File: src/rtl/hc_gate_if.sv
// Bundle of gate inputs, mode-change handshake and filtered outputs for hc_gate_array.
// The master drives the gate inputs and mode requests; the slave (the gate array) returns the outputs.
interface hc_gate_if #(
    parameter int CH = 4
);
    logic [CH-1:0] a;
    logic [CH-1:0] b;
    logic          cfg_valid;
    logic [1:0]    cfg_mode;
    logic          cfg_ready;
    logic [CH-1:0] y;
    logic [CH-1:0] chg;

    modport master (
        output a, b, cfg_valid, cfg_mode,
        input  cfg_ready, y, chg
    );

    modport slave (
        input  a, b, cfg_valid, cfg_mode,
        output cfg_ready, y, chg
    );
endinterface

File: src/rtl/hc_gate_array.sv
// hc_gate_array: CH independent 2-input gates (AND/OR/XOR/NAND, run-time selectable)
// with a per-channel deglitch filter. An output moves only after its gate result has
// disagreed with it for FILT consecutive cycles. A mode change freezes the outputs
// for FILT cycles (HOLD) so the new function starts from a clean filter state.
// Optional feature macro: HC_GATE_SYNC_EN adds a 2-flop synchroniser on every A/B bit.
module hc_gate_array #(
    parameter int CH   = 4,
    parameter int FILT = 3
) (
    input logic    clk,
    input logic    rst_n,
    hc_gate_if.slave bus
);
    localparam int            CW       = $clog2(FILT + 1);
    localparam logic [CW-1:0] CNT_LAST = CW'(FILT - 1);

    typedef enum logic {IDLE, HOLD} state_t;

    state_t        state_reg, state_next;
    logic [CW-1:0] hold_cnt_reg, hold_cnt_next;
    logic [1:0]    mode_reg, mode_next;
    logic          ready_reg, ready_next;
    logic          accept;
    logic          filt_en;

    logic [CH-1:0] a_q_reg, b_q_reg;
    logic [CH-1:0] g;
    logic [CH-1:0] y_vec, chg_vec;

`ifdef HC_GATE_SYNC_EN
    logic [CH-1:0] a_s1_reg, a_s2_reg, b_s1_reg, b_s2_reg;

    // Two-flop synchronisers, then the sampling register feeding the gates.
    always_ff @(posedge clk or negedge rst_n) begin
        if (!rst_n) begin
            a_s1_reg <= '0;
            a_s2_reg <= '0;
            b_s1_reg <= '0;
            b_s2_reg <= '0;
            a_q_reg  <= '0;
            b_q_reg  <= '0;
        end else begin
            a_s1_reg <= bus.a;
            a_s2_reg <= a_s1_reg;
            b_s1_reg <= bus.b;
            b_s2_reg <= b_s1_reg;
            a_q_reg  <= a_s2_reg;
            b_q_reg  <= b_s2_reg;
        end
    end
`else
    // Inputs are already clk-synchronous: sample them directly.
    always_ff @(posedge clk or negedge rst_n) begin
        if (!rst_n) begin
            a_q_reg <= '0;
            b_q_reg <= '0;
        end else begin
            a_q_reg <= bus.a;
            b_q_reg <= bus.b;
        end
    end
`endif

    // Gate function applied to all channels from registered inputs.
    always_comb begin
        g = a_q_reg & b_q_reg;
        case (mode_reg)
            2'b00:   g = a_q_reg & b_q_reg;
            2'b01:   g = a_q_reg | b_q_reg;
            2'b10:   g = a_q_reg ^ b_q_reg;
            default: g = ~(a_q_reg & b_q_reg);
        endcase
    end

    // Mode FSM state, hold counter, mode and registered ready flag.
    always_ff @(posedge clk or negedge rst_n) begin
        if (!rst_n) begin
            state_reg    <= IDLE;
            hold_cnt_reg <= '0;
            mode_reg     <= 2'b00;
            ready_reg    <= 1'b1;
        end else begin
            state_reg    <= state_next;
            hold_cnt_reg <= hold_cnt_next;
            mode_reg     <= mode_next;
            ready_reg    <= ready_next;
        end
    end

    // Next-state logic: accept a mode in IDLE, then hold for exactly FILT cycles.
    always_comb begin
        state_next    = state_reg;
        hold_cnt_next = hold_cnt_reg;
        mode_next     = mode_reg;
        accept        = 1'b0;
        case (state_reg)
            IDLE: begin
                if (bus.cfg_valid && ready_reg) begin
                    accept        = 1'b1;
                    mode_next     = bus.cfg_mode;
                    hold_cnt_next = '0;
                    state_next    = HOLD;
                end
            end
            HOLD: begin
                if (hold_cnt_reg == CNT_LAST) begin
                    hold_cnt_next = '0;
                    state_next    = IDLE;
                end else begin
                    hold_cnt_next = hold_cnt_reg + CW'(1);
                end
            end
            default: state_next = IDLE;
        endcase
        ready_next = (state_next == IDLE);
        // An accept on this edge discards any commit the filters would make.
        filt_en    = (state_reg == IDLE) && !accept;
    end

    genvar gi;
    generate
        for (gi = 0; gi < CH; gi++) begin : g_ch
            logic [CW-1:0] cnt_reg;
            logic          y_bit_reg;
            logic          chg_bit_reg;

            // Deglitch filter: commit g to Y after FILT consecutive mismatching cycles.
            always_ff @(posedge clk or negedge rst_n) begin
                if (!rst_n) begin
                    cnt_reg     <= '0;
                    y_bit_reg   <= 1'b0;
                    chg_bit_reg <= 1'b0;
                end else if (!filt_en || (g[gi] == y_bit_reg)) begin
                    cnt_reg     <= '0;
                    chg_bit_reg <= 1'b0;
                end else if (cnt_reg == CNT_LAST) begin
                    cnt_reg     <= '0;
                    y_bit_reg   <= g[gi];
                    chg_bit_reg <= 1'b1;
                end else begin
                    cnt_reg     <= cnt_reg + CW'(1);
                    chg_bit_reg <= 1'b0;
                end
            end

            assign y_vec[gi]   = y_bit_reg;
            assign chg_vec[gi] = chg_bit_reg;
        end
    endgenerate

    assign bus.y         = y_vec;
    assign bus.chg       = chg_vec;
    assign bus.cfg_ready = ready_reg;
endmodule
File: src/flat_wrapper.sv
// flat-port wrapper written by rule: the top's interface ports become plain ports
module hc_gate_array_flat 
#(
    parameter int CH   = 4,
    parameter int FILT = 3
)
  (clk, rst_n, bus_a, bus_b, bus_cfg_valid, bus_cfg_mode, bus_cfg_ready, bus_y, bus_chg);
  hc_gate_if #(.CH(CH)) bus_i ();
  input logic clk;
  input logic rst_n;
  input wire logic [$bits(bus_i.a)-1:0] bus_a;
  input wire logic [$bits(bus_i.b)-1:0] bus_b;
  input wire logic [$bits(bus_i.cfg_valid)-1:0] bus_cfg_valid;
  input wire logic [$bits(bus_i.cfg_mode)-1:0] bus_cfg_mode;
  output wire logic [$bits(bus_i.cfg_ready)-1:0] bus_cfg_ready;
  output wire logic [$bits(bus_i.y)-1:0] bus_y;
  output wire logic [$bits(bus_i.chg)-1:0] bus_chg;
  assign bus_i.a = bus_a;
  assign bus_i.b = bus_b;
  assign bus_i.cfg_valid = bus_cfg_valid;
  assign bus_i.cfg_mode = bus_cfg_mode;
  assign bus_cfg_ready = bus_i.cfg_ready;
  assign bus_y = bus_i.y;
  assign bus_chg = bus_i.chg;
  hc_gate_array #(.CH(CH), .FILT(FILT)) u_core (.clk(clk), .rst_n(rst_n), .bus(bus_i));
endmodule
File: config.mk
export PLATFORM = sky130hd
export DESIGN_NAME = hc_gate_array_flat
export DESIGN_NICKNAME = d
export VERILOG_FILES = /design/src/rtl/hc_gate_if.sv /design/src/rtl/hc_gate_array.sv /design/src/flat_wrapper.sv
export SDC_FILE = /design/constraint.sdc
export NUM_CORES = 1
export LEC_CHECK = 0
export ABC_AREA = 1
export CAP_MARGIN = 5
export CORE_MARGIN = 2
export CORE_UTILIZATION = 53
export CTS_CLUSTER_DIAMETER = 200
export DETAILED_ROUTE_END_ITERATION = 12
export PLACE_DENSITY = 0.8
export SYNTH_ARGS = -nofsm -noshare
export SYNTH_HDL_FRONTEND = slang
export SYNTH_SLANG_ARGS = --single-unit
File: constraint.sdc
create_clock -name clk -period 1.5 [get_ports clk]
set_input_delay 0.3 -clock clk [delete_from_list [all_inputs] [get_ports clk]]
set_output_delay 0.3 -clock clk [all_outputs]
set_load 0.02 [all_outputs]
==> results of run 1 <==
==> layout make-up <==
| cell class | count | area [sq um] | area share, % |
|---|---|---|---|
| sequential | 30 | 753 | 41.1 |
| tap | 31 | 38.8 | 2.12 |
| timing repair buffer | 24 | 243 | 13.3 |
| multi-input combinational | 96 | 589 | 32.2 |
| clock buffer | 8 | 58.8 | 3.21 |
| inverter | 38 | 148 | 8.07 |
==> through the flow <==
| step | instance area (sq um) | setup slack, ps |
|---|---|---|
| 2_1_floorplan | 1580 | 293 |
| 3_3_place_gp | 1790 | 75.6 |
| 3_5_place_dp | 1790 | 27.6 |
| 4_1_cts | 1830 | 19.6 |
| 5_1_grt | 1830 | 17.8 |
| 6_report | 1830 | 92.5 |
==> power by group <==
group | total (mW) | internal [mW] | switching [mW]
combinational | 1.30 | 0.529 | 0.769
clock | 0.479 | 0.231 | 0.248
sequential | 1.22 | 1.02 | 0.200
==> metal layers <==
metal | up-vias | wire length (um) | track usage (%)
met5 | - | 0 | 0
met4 | 0 | 50 | 7.47
met1 | 535 | 1040 | 17.1
met3 | 8 | 126 | 4.84
met2 | 21 | 1320 | 32.6
li1 | 580 | - | -
==> what timing repair did <==
action | CTS | global route
setup buffers | 0 | 0
gates resized for setup | 10 | 2
setup endpoints to repair | 9 | 2
==> worst paths after layout <==
path / start / endpoint / slack, ps / cells after the start
hold reg to reg: u_core.hold_cnt_reg[1] / u_core.hold_cnt_reg[0] / 480 / 1
min in group clk: bus_b[2] / u_core.b_q_reg[2] / 420 / 1
max in group asynchronous: rst_n / u_core.bus.cfg_ready / 930 / 2
hold / removal: rst_n / u_core.g_ch[0].cnt_reg[0] / 320 / 2
setup / recovery: u_core.g_ch[3].y_bit_reg / bus_y[3] / 90 / 1
setup reg to reg: u_core.b_q_reg[2] / u_core.g_ch[2].chg_bit_reg / 170 / 7
==> cells by family (layout without fill, tap and decap cells) <==
family	count (synthesis)	count (layout)
AO/OA/AOI/OAI	10	10
adder cells (fa/ha/maj)	8	8
flip-flops	30	30
buffers and inverters	49	70
AND/OR/NAND/NOR	78	78
==> cell usage after synthesis <==
library cell  instances  area (sq um)
or2_2                 4          25.0
nand4_1               8          50.1
buf_4                 9          67.6
nand3_2               4          40.0
o21ai_1               2          10.0
o22ai_1               1          6.26
ha_1                  8           100
a21oi_2               1          8.76
a31oi_1               4          25.0
nor2_8                1          20.0
buf_6                 2          22.5
dfrtp_1              29           726
nand2_2               8          50.1
a21oi_1               2          10.0
inv_2                 1          3.75
inv_1                35           131
dfstp_2               1          26.3
nand3_1              13          65.1
nand3b_1              5          37.5
inv_4                 2          12.5
nor2_1               22          82.6
nor2_2                4          25.0
nand2_1               9          33.8
==> placed cells by master (no fill, tap or decap), drive strengths merged, types with 4 or more instances in the layout <==
master	Yosys	routed
nor2	27	27
clkdlybuf4s50	0	12
nand3b	5	5
nand3	17	17
or2	4	4
nand2	17	17
dlygate4sd2	0	8
dfrtp	29	29
ha	8	8
nand4	8	8
a31oi	4	4
clkbuf	0	9
inv	38	38
==> impl_metrics.json, run 1 <==
{
  "drtPass1Iterations": 8,
  "nNetsFinal": 216,
  "grt_pass1_wl_um": 4440,
  "peakVddDrop_mv": 1.06,
  "finalMaxSlewViolations": 0,
  "place_inst": 219,
  "synth_fp_nets": 196,
  "hold_slack_ps": 318,
  "path_class": "flip-flop to output pin",
  "gp_congestion": 0.689,
  "worst_pin_slew_ps": 283,
  "grt_use_total_pct": 17.1,
  "leakage_nw": 0.978,
  "synthCells": 175,
  "cts_tree": "done",
  "drc_errors": 3,
  "avgViaCountPerCell": 5.04,
  "cts_buffer_depth": 2,
  "synth.distinct_cells": 23,
  "largest_reg_flops": 8,
  "antenna_found_initial": 0,
  "first_iter_violations": 34,
  "cp-end-kind": "output pin",
  "min_period_ps": 1410,
  "synth.ff_latch_count": 30,
  "synth_area_sq_um": 1580,
  "setup_viol": 0,
  "die_y_um": 58.6,
  "postCtsHoldBufs": 0,
  "path_clk_slew_ps": 90,
  "wl_per_cell_um": 11.2,
  "synth_compound_area_share_pct": 3.80,
  "fill_cells": 235,
  "grt_pass1_vias": 1128,
  "seq_area_frac_synth_pct": 47.6,
  "relSlewSlack_pct": 81.1,
  "clkLatencyLatePin_ps": 320,
  "violations": "DRC",
  "status": "complete, but fails checks",
  "crit_required_ps": 1200,
  "yosys.area_share.adder_pct": 6.34,
  "io_buffers": 21,
  "clock_skew_ps": 15.6,
  "start_util_pct": 56.3,
  "finalPower_mw": 3.00,
  "area_growth_pct": 15.9,
  "hold_class": "input pin to async pin",
  "synth_xor_xnor_area_share_pct": 0,
  "final_util_pct": 65.3,
  "grt_max_degree": 31,
  "synth_top_family_by_area": "simple AND/OR/NAND/NOR gates",
  "final_antenna_net_count": 0,
  "cp_top_family": "flip-flops",
  "cp_max_fo": 5,
  "max-cap-violations": 0,
  "dp_hpwl_um": 1940,
  "die_w_um": 58.6,
  "clock_sinks": 30,
  "htree_num_levels": 2,
  "avgSynthCellArea_sq_um": 9.02,
  "dieArea_sq_um": 3430,
  "crit_buf_inv": 1,
  "crit_chain": "dlygate4sd2_1",
  "crit_arrival_ps": 1110,
  "ys_warn_count": 0,
  "fp-row-count": 19,
  "hold_violations": 0,
  "max_freq_mhz": 710,
  "drive_gt1_share_pct": 18.9,
  "critPathMaxStageDelay_ps": 430,
  "cts_made_buffers": 5,
  "core_area_sq_um": 2810,
  "overflow": 0,
  "fin_tns_setup_ps": 0,
  "final_cells": 227,
  "num_vias": 1144,
  "slowest_stage": "dfrtp_1",
  "min_period_over_period_pct": 93.8,
  "synth-simple-area-share_pct": 27.2,
  "drt-total-wl_um": 2530,
  "rsz0062_at_grt": "false",
  "io_pins": 22,
  "startpoint_type": "flip-flop",
  "diodes": 0,
  "synthMuxAreaShare_pct": 0,
  "cts-root-buf": "clkbuf_4",
  "p_per_area_nw_per_um2": 1640
}
No activity file was read; power rests on OpenSTA's default activity.
==> run 2: changes to the inputs <==
ABC_AREA = default   (was 1)
CORE_UTILIZATION = 52   (was 53)
==> run 2 against run 1 <==
The run ends with setup timing left. Hold slack worse by 3.9 ps. Clock skew down 2.0 ps. First-iteration DRC count down 53%. Total power is 26% higher. Non-clock buffer count up 8. Combinational power is 31% higher.
==> impl_metrics.json, run 2 <==
{
  "drive_gt1_share_pct": 44.0,
  "top_layer": "met4",
  "cp-end-kind": "flip-flop",
  "overflow": 0,
  "worst_pin_slew_ps": 507,
  "synth_area_sq_um": 1420,
  "clkLatencyLatePin_ps": 340,
  "layout_common_cells": "dfrtp_1 (28), clkdlybuf4s50_1 (12), inv_1 (9)",
  "power.share.clock_pct": 22.7,
  "synth_area_leaders": "dfrtp_1 (51%), ha_1 (7.1%), mux2_2 (5.6%)",
  "core_area_sq_um": 2520,
  "crit_arrival_ps": 1880,
  "min_period_ps": 1630,
  "final_antenna_net_count": 0,
  "pwr-share-seq_pct": 32.3,
  "hold_violations": 0,
  "reg2reg_to": "u_core.g_ch[0].cnt_reg[1]",
  "avgViaCountPerCell": 5.50,
  "wl_met2_um": 1450,
  "fill_cells": 133,
  "combinationalPowerShare_pct": 45.0,
  "setup_viol": 8,
  "drc_errors": 0,
  "r2r_slack_ps": -130,
  "reg2reg_from": "u_core.a_q_reg[0]",
  "cp_max_fo": 4,
  "path_clk_slew_ps": 110,
  "cp-startpoint": "u_core.a_q_reg[0]",
  "ys.flop_type": "dfrtp_1",
  "finalMaxSlewViolations": 0,
  "leakage_nw": 0.899,
  "synth_area_leader_cell": "dfrtp_1",
  "min_period_over_period_pct": 108,
  "violations": "setup timing",
  "clock_sinks": 30,
  "io_pins": 22,
  "internal_power_mw": 2.46,
  "wl_per_cell_um": 15.8,
  "diodes": 0,
  "endpoint": "u_core.g_ch[0].cnt_reg[1]",
  "grt_use_total_pct": 17.3,
  "relSlewSlack_pct": 66.2,
  "num_vias": 941,
  "synth.most_common_cell": "dfrtp_1",
  "status": "complete, but fails checks",
  "async_flop_share_pct": 100,
  "synthCells": 112,
  "place_inst": 160,
  "fp-row-count": 18,
  "startpoint_type": "flip-flop",
  "fin_ws_ps": -126,
  "wl_met3_um": 108,
  "synth_fp_nets": 133,
  "p_per_area_nw_per_um2": 1890,
  "die_w_um": 56.2,
  "io_buffers": 21,
  "synth_common_cells": "dfrtp_1 (29), inv_1 (10), buf_4 (8), ha_1 (8), mux2_2 (7)",
  "grt_pass1_wl_um": 4040,
  "path_class": "flip-flop to flip-flop",
  "avgSynthCellArea_sq_um": 12.6,
  "swShare_pct": 34.9,
  "final_common_cell": "dfrtp_1",
  "yosys.area.top_type_share_pct": 51.2,
  "max-cap-violations": 0,
  "final_cells": 171,
  "peakVddDrop_mv": 1.41,
  "cts_made_buffers": 5,
  "hold_class": "input pin to async pin",
  "drt-total-wl_um": 2700,
  "first_iter_violations": 16,
  "dp_hpwl_um": 1610,
  "drt-met1-wl_um": 1050,
  "finalPower_mw": 3.79,
  "dieArea_sq_um": 3160,
  "final_util_pct": 79.4,
  "die_y_um": 56.2,
  "largest_reg_flops": 8,
  "start_util_pct": 56.2,
  "drtPass1Iterations": 2,
  "nNetsFinal": 161,
  "cts_buffer_depth": 2,
  "cts_tree": "done",
  "synth.ff_latch_count": 30,
  "area_growth_pct": 41.4,
  "grt_max_degree": 31,
  "synth_edf_count": 0,
  "synth.distinct_cells": 30,
  "ys_warn_count": 0,
  "htree_num_levels": 2,
  "seq_area_frac_synth_pct": 53.1,
  "rsz0062_at_grt": "true",
  "grt_pass1_vias": 944,
  "max_freq_mhz": 615,
  "crit_required_ps": 1750,
  "switching_power_mw": 1.32,
  "gp_congestion": 0.729,
  "r2r.worst_path.cells": 5,
  "cts-root-buf": "clkbuf_4",
  "clock_skew_ps": 13.6,
  "antenna_found_initial": 0
}
run 2: worst min path at each step:
stage	start	to	slack, ps	cells past startpoint
after floorplan	rst_n	u_core.a_q_reg[0]	4	0
after global placement	u_core.g_ch[2].cnt_reg[0]	u_core.g_ch[2].cnt_reg[0]	430	1
after detailed placement	u_core.g_ch[2].cnt_reg[0]	u_core.g_ch[2].cnt_reg[0]	440	1
after CTS	rst_n	u_core.g_ch[0].cnt_reg[1]	310	2
after global routing	rst_n	u_core.g_ch[0].cnt_reg[1]	310	2
final	rst_n	u_core.g_ch[0].cnt_reg[1]	310	2
run 2: timing repair:
item / in CTS / in global routing
buffers inserted: 3 / 0
endpoints found under the setup margin: 23 / 14
hold buffers: 0 / 0
pin swaps: 5 / 8
resized for setup: 29 / 21
run 2: power groups by stage:
stage	logic (mW)	clock network [mW]	registers, mW
after global routing	1.81	0.914	1.25
after CTS	1.46	0.876	1.20
after detailed placement	1.15	0	1.24
after global placement	1.11	0	1.22
final	1.70	0.861	1.22
after floorplan	0.919	0	1.16
run 2: layout make-up:
type	instances	area (sq um)	share of cell area [%]
inverters	10	37.5	1.87
well taps	30	37.5	1.87
clock inverters	2	60.1	3.00
multi-input cells	61	762	38.0
clock buffers	6	51.3	2.56
repair buffers	32	302	15.1
flip-flops and latches	30	753	37.6
run 2: cells by family (layout without fill, tap and decap cells):
family | Yosys count | after routing | share of synthesized area [%]
AO/OA/AOI/OAI | 11 | 11 | 6.63
XOR/XNOR | 3 | 3 | 1.86
adder cells (fa/ha/maj) | 8 | 8 | 7.07
buffers and inverters | 21 | 50 | 8.75
flip-flops | 30 | 30 | 53.1
multiplexers | 15 | 15 | 11.9
AND/OR/NAND/NOR | 24 | 24 | 10.7
run 2: per-layer routing:
layer | vias to the layer above | global-route usage, %
li1 | 434 | -
met1 | 481 | 18.5
met2 | 18 | 29.1
met3 | 8 | 4.88
met4 | 0 | 12.2
met5 | - | 0
run 2: worst max-delay path, cell delays in order, from the launching register on:
cell	delay, ps
dfrtp_1	390
ha_2	220
or2_2	320
a21oi_4	180
o21ai_4	100
a2111oi_4	330
run 2: metrics by stage:
step	hold WS (ps)	worst slack [ps]	setup TNS [ps]	area (sq um)
3_5_place_dp	435	-269	-2550	1670
5_1_grt	310	-222	-1390	2000
4_1_cts	305	-160	-727	1890
2_1_floorplan	4.41	-104	-208	1430
6_report	314	-126	-495	2000
3_3_place_gp	431	-180	-1600	1670
==> run 3: changes to the inputs <==
MAX_ROUTING_LAYER = met4   (was default)
==> run 3 against run 2 <==
The flow still finishes with violations (setup timing). Register-to-register slack hardly changed. Sequential power about the same. Flip-flop and latch count unchanged. Hold slack about the same. Sequential share of layout area is the same. Non-clock buffer count unchanged. Combinational power about the same. Global-route usage up 0.49 points. Largest power group unchanged.
==> impl_metrics.json, run 3 (synthesized netlist as in run 2, its figures left out) <==
{
  "p_per_area_nw_per_um2": 1890,
  "path_class": "flip-flop to flip-flop",
  "io_buffers": 21,
  "grt_pass1_vias": 945,
  "largest_reg_flops": 8,
  "violations": "setup timing",
  "path_clk_slew_ps": 110,
  "htree_num_levels": 2,
  "status": "complete, but fails checks",
  "cp_max_fo": 4,
  "drive_gt1_share_pct": 44.0,
  "num_vias": 938,
  "nNetsFinal": 161,
  "cp_top_family": "compound AO/OA/AOI/OAI gates",
  "die_y_um": 56.2,
  "peakVddDrop_mv": 1.41,
  "grt_use_total_pct": 17.8,
  "layout_common_cells": "dfrtp_1 (28), clkdlybuf4s50_1 (12), inv_1 (9)",
  "leakage_nw": 0.899,
  "clkLatencyLatePin_ps": 340,
  "startpoint_type": "flip-flop",
  "min_period_ps": 1620,
  "drc_errors": 0,
  "clock_sinks": 30,
  "wl_per_cell_um": 15.7,
  "antenna_found_initial": 0,
  "drt-total-wl_um": 2690,
  "final_util_pct": 79.4,
  "gp_congestion": 0.738,
  "top_usage_layer": "met2",
  "cts_made_buffers": 5,
  "min_period_over_period_pct": 108,
  "crit_chain": "ha_2, or2_2, a21oi_4, o21ai_4, a2111oi_4",
  "cts-root-buf": "clkbuf_4",
  "final_common_cell": "dfrtp_1",
  "rsz0062_at_grt": "true",
  "grt_pass1_wl_um": 4040,
  "core_area_sq_um": 2520,
  "diodes": 0,
  "crit_arrival_ps": 1870,
  "overflow": 0,
  "finalPower_mw": 3.78,
  "final_antenna_net_count": 0,
  "cts_buffer_depth": 2,
  "worst_pin_slew_ps": 504,
  "slowest_stage": "dfrtp_1",
  "start_util_pct": 56.2,
  "fin_ws_ps": -123,
  "crit_buf_inv": 0,
  "hold_class": "input pin to async pin",
  "max_freq_mhz": 616,
  "cp-startpoint": "u_core.a_q_reg[0]",
  "cts_tree": "done",
  "max-cap-violations": 0,
  "cp-end-kind": "flip-flop",
  "grt_use_met1_pct": 18.5,
  "io_pins": 22,
  "avgViaCountPerCell": 5.49,
  "finalMaxSlewViolations": 0,
  "setup_viol": 8,
  "relSlewSlack_pct": 66.4,
  "fin_tns_setup_ps": -488,
  "drtPass1Iterations": 2,
  "dp_hpwl_um": 1610,
  "fp-row-count": 18,
  "grtUsageMet2_pct": 29.1,
  "crit_required_ps": 1750,
  "postCtsHoldBufs": 0,
  "grt_use_met3_pct": 4.88,
  "critPathMaxStageDelay_ps": 390,
  "reg2reg_from": "u_core.a_q_reg[0]",
  "first_iter_violations": 17,
  "die_w_um": 56.2,
  "clock_skew_ps": 15.4,
  "area_growth_pct": 41.4,
  "grt_max_degree": 31,
  "hold_violations": 0,
  "dieArea_sq_um": 3160
}
-- run 3: per-stage QoR --
stage	hold WS, ps	area, sq um	setup WS, ps	std cells
4_1_cts	305	1890	-160	171
3_3_place_gp	431	1670	-180	160
3_5_place_dp	435	1670	-269	160
5_1_grt	310	2000	-222	171
6_report	314	2000	-123	171
2_1_floorplan	4.41	1430	-104	112
-- run 3: final cells by class --
type	instances	area [sq um]
Multi-Input combinational cell	61	762
Sequential cell	30	753
Fill cell	133	519
Timing Repair Buffer	32	302
Clock inverter	2	60.1
Clock buffer	6	51.3
Inverter	10	37.5
Tap cell	30	37.5
-- run 3: final timing paths --
path	to	slack [ps]	cells after the start
worst min register to register	u_core.g_ch[2].cnt_reg[0]	460	1
worst max-delay path	u_core.g_ch[0].cnt_reg[1]	-120	5
worst max register to register	u_core.g_ch[0].cnt_reg[1]	-120	5
max in group asynchronous	u_core.bus.cfg_ready	960	2
min in group clk	u_core.b_q_reg[1]	390	1
worst min-delay path	u_core.g_ch[0].cnt_reg[1]	310	2
-- run 3: power breakdown --
group	internal (mW)	switching (mW)	total, mW	leakage [nW]
sequential	1.01	0.211	1.22	0.381
clock	0.565	0.294	0.859	0.0585
combinational	0.889	0.812	1.70	0.459
total	2.46	1.32	3.78	0.899
-- run 3: what timing repair did --
action	CTS	global route
gates resized for setup	29	21
pin swaps	5	8
endpoints found under the setup margin	23	14
buffers inserted	3	0
-- run 3: layer usage --
| metal | wire [um] | up-vias | part of all wire, % |
|---|---|---|---|
| met2 | 1450 | 18 | 54 |
| met5 | 0 | - | 0 |
| met1 | 1040 | 478 | 39 |
| met4 | 89 | 0 | 3.3 |
| met3 | 108 | 8 | 4.0 |
| li1 | - | 434 | - |
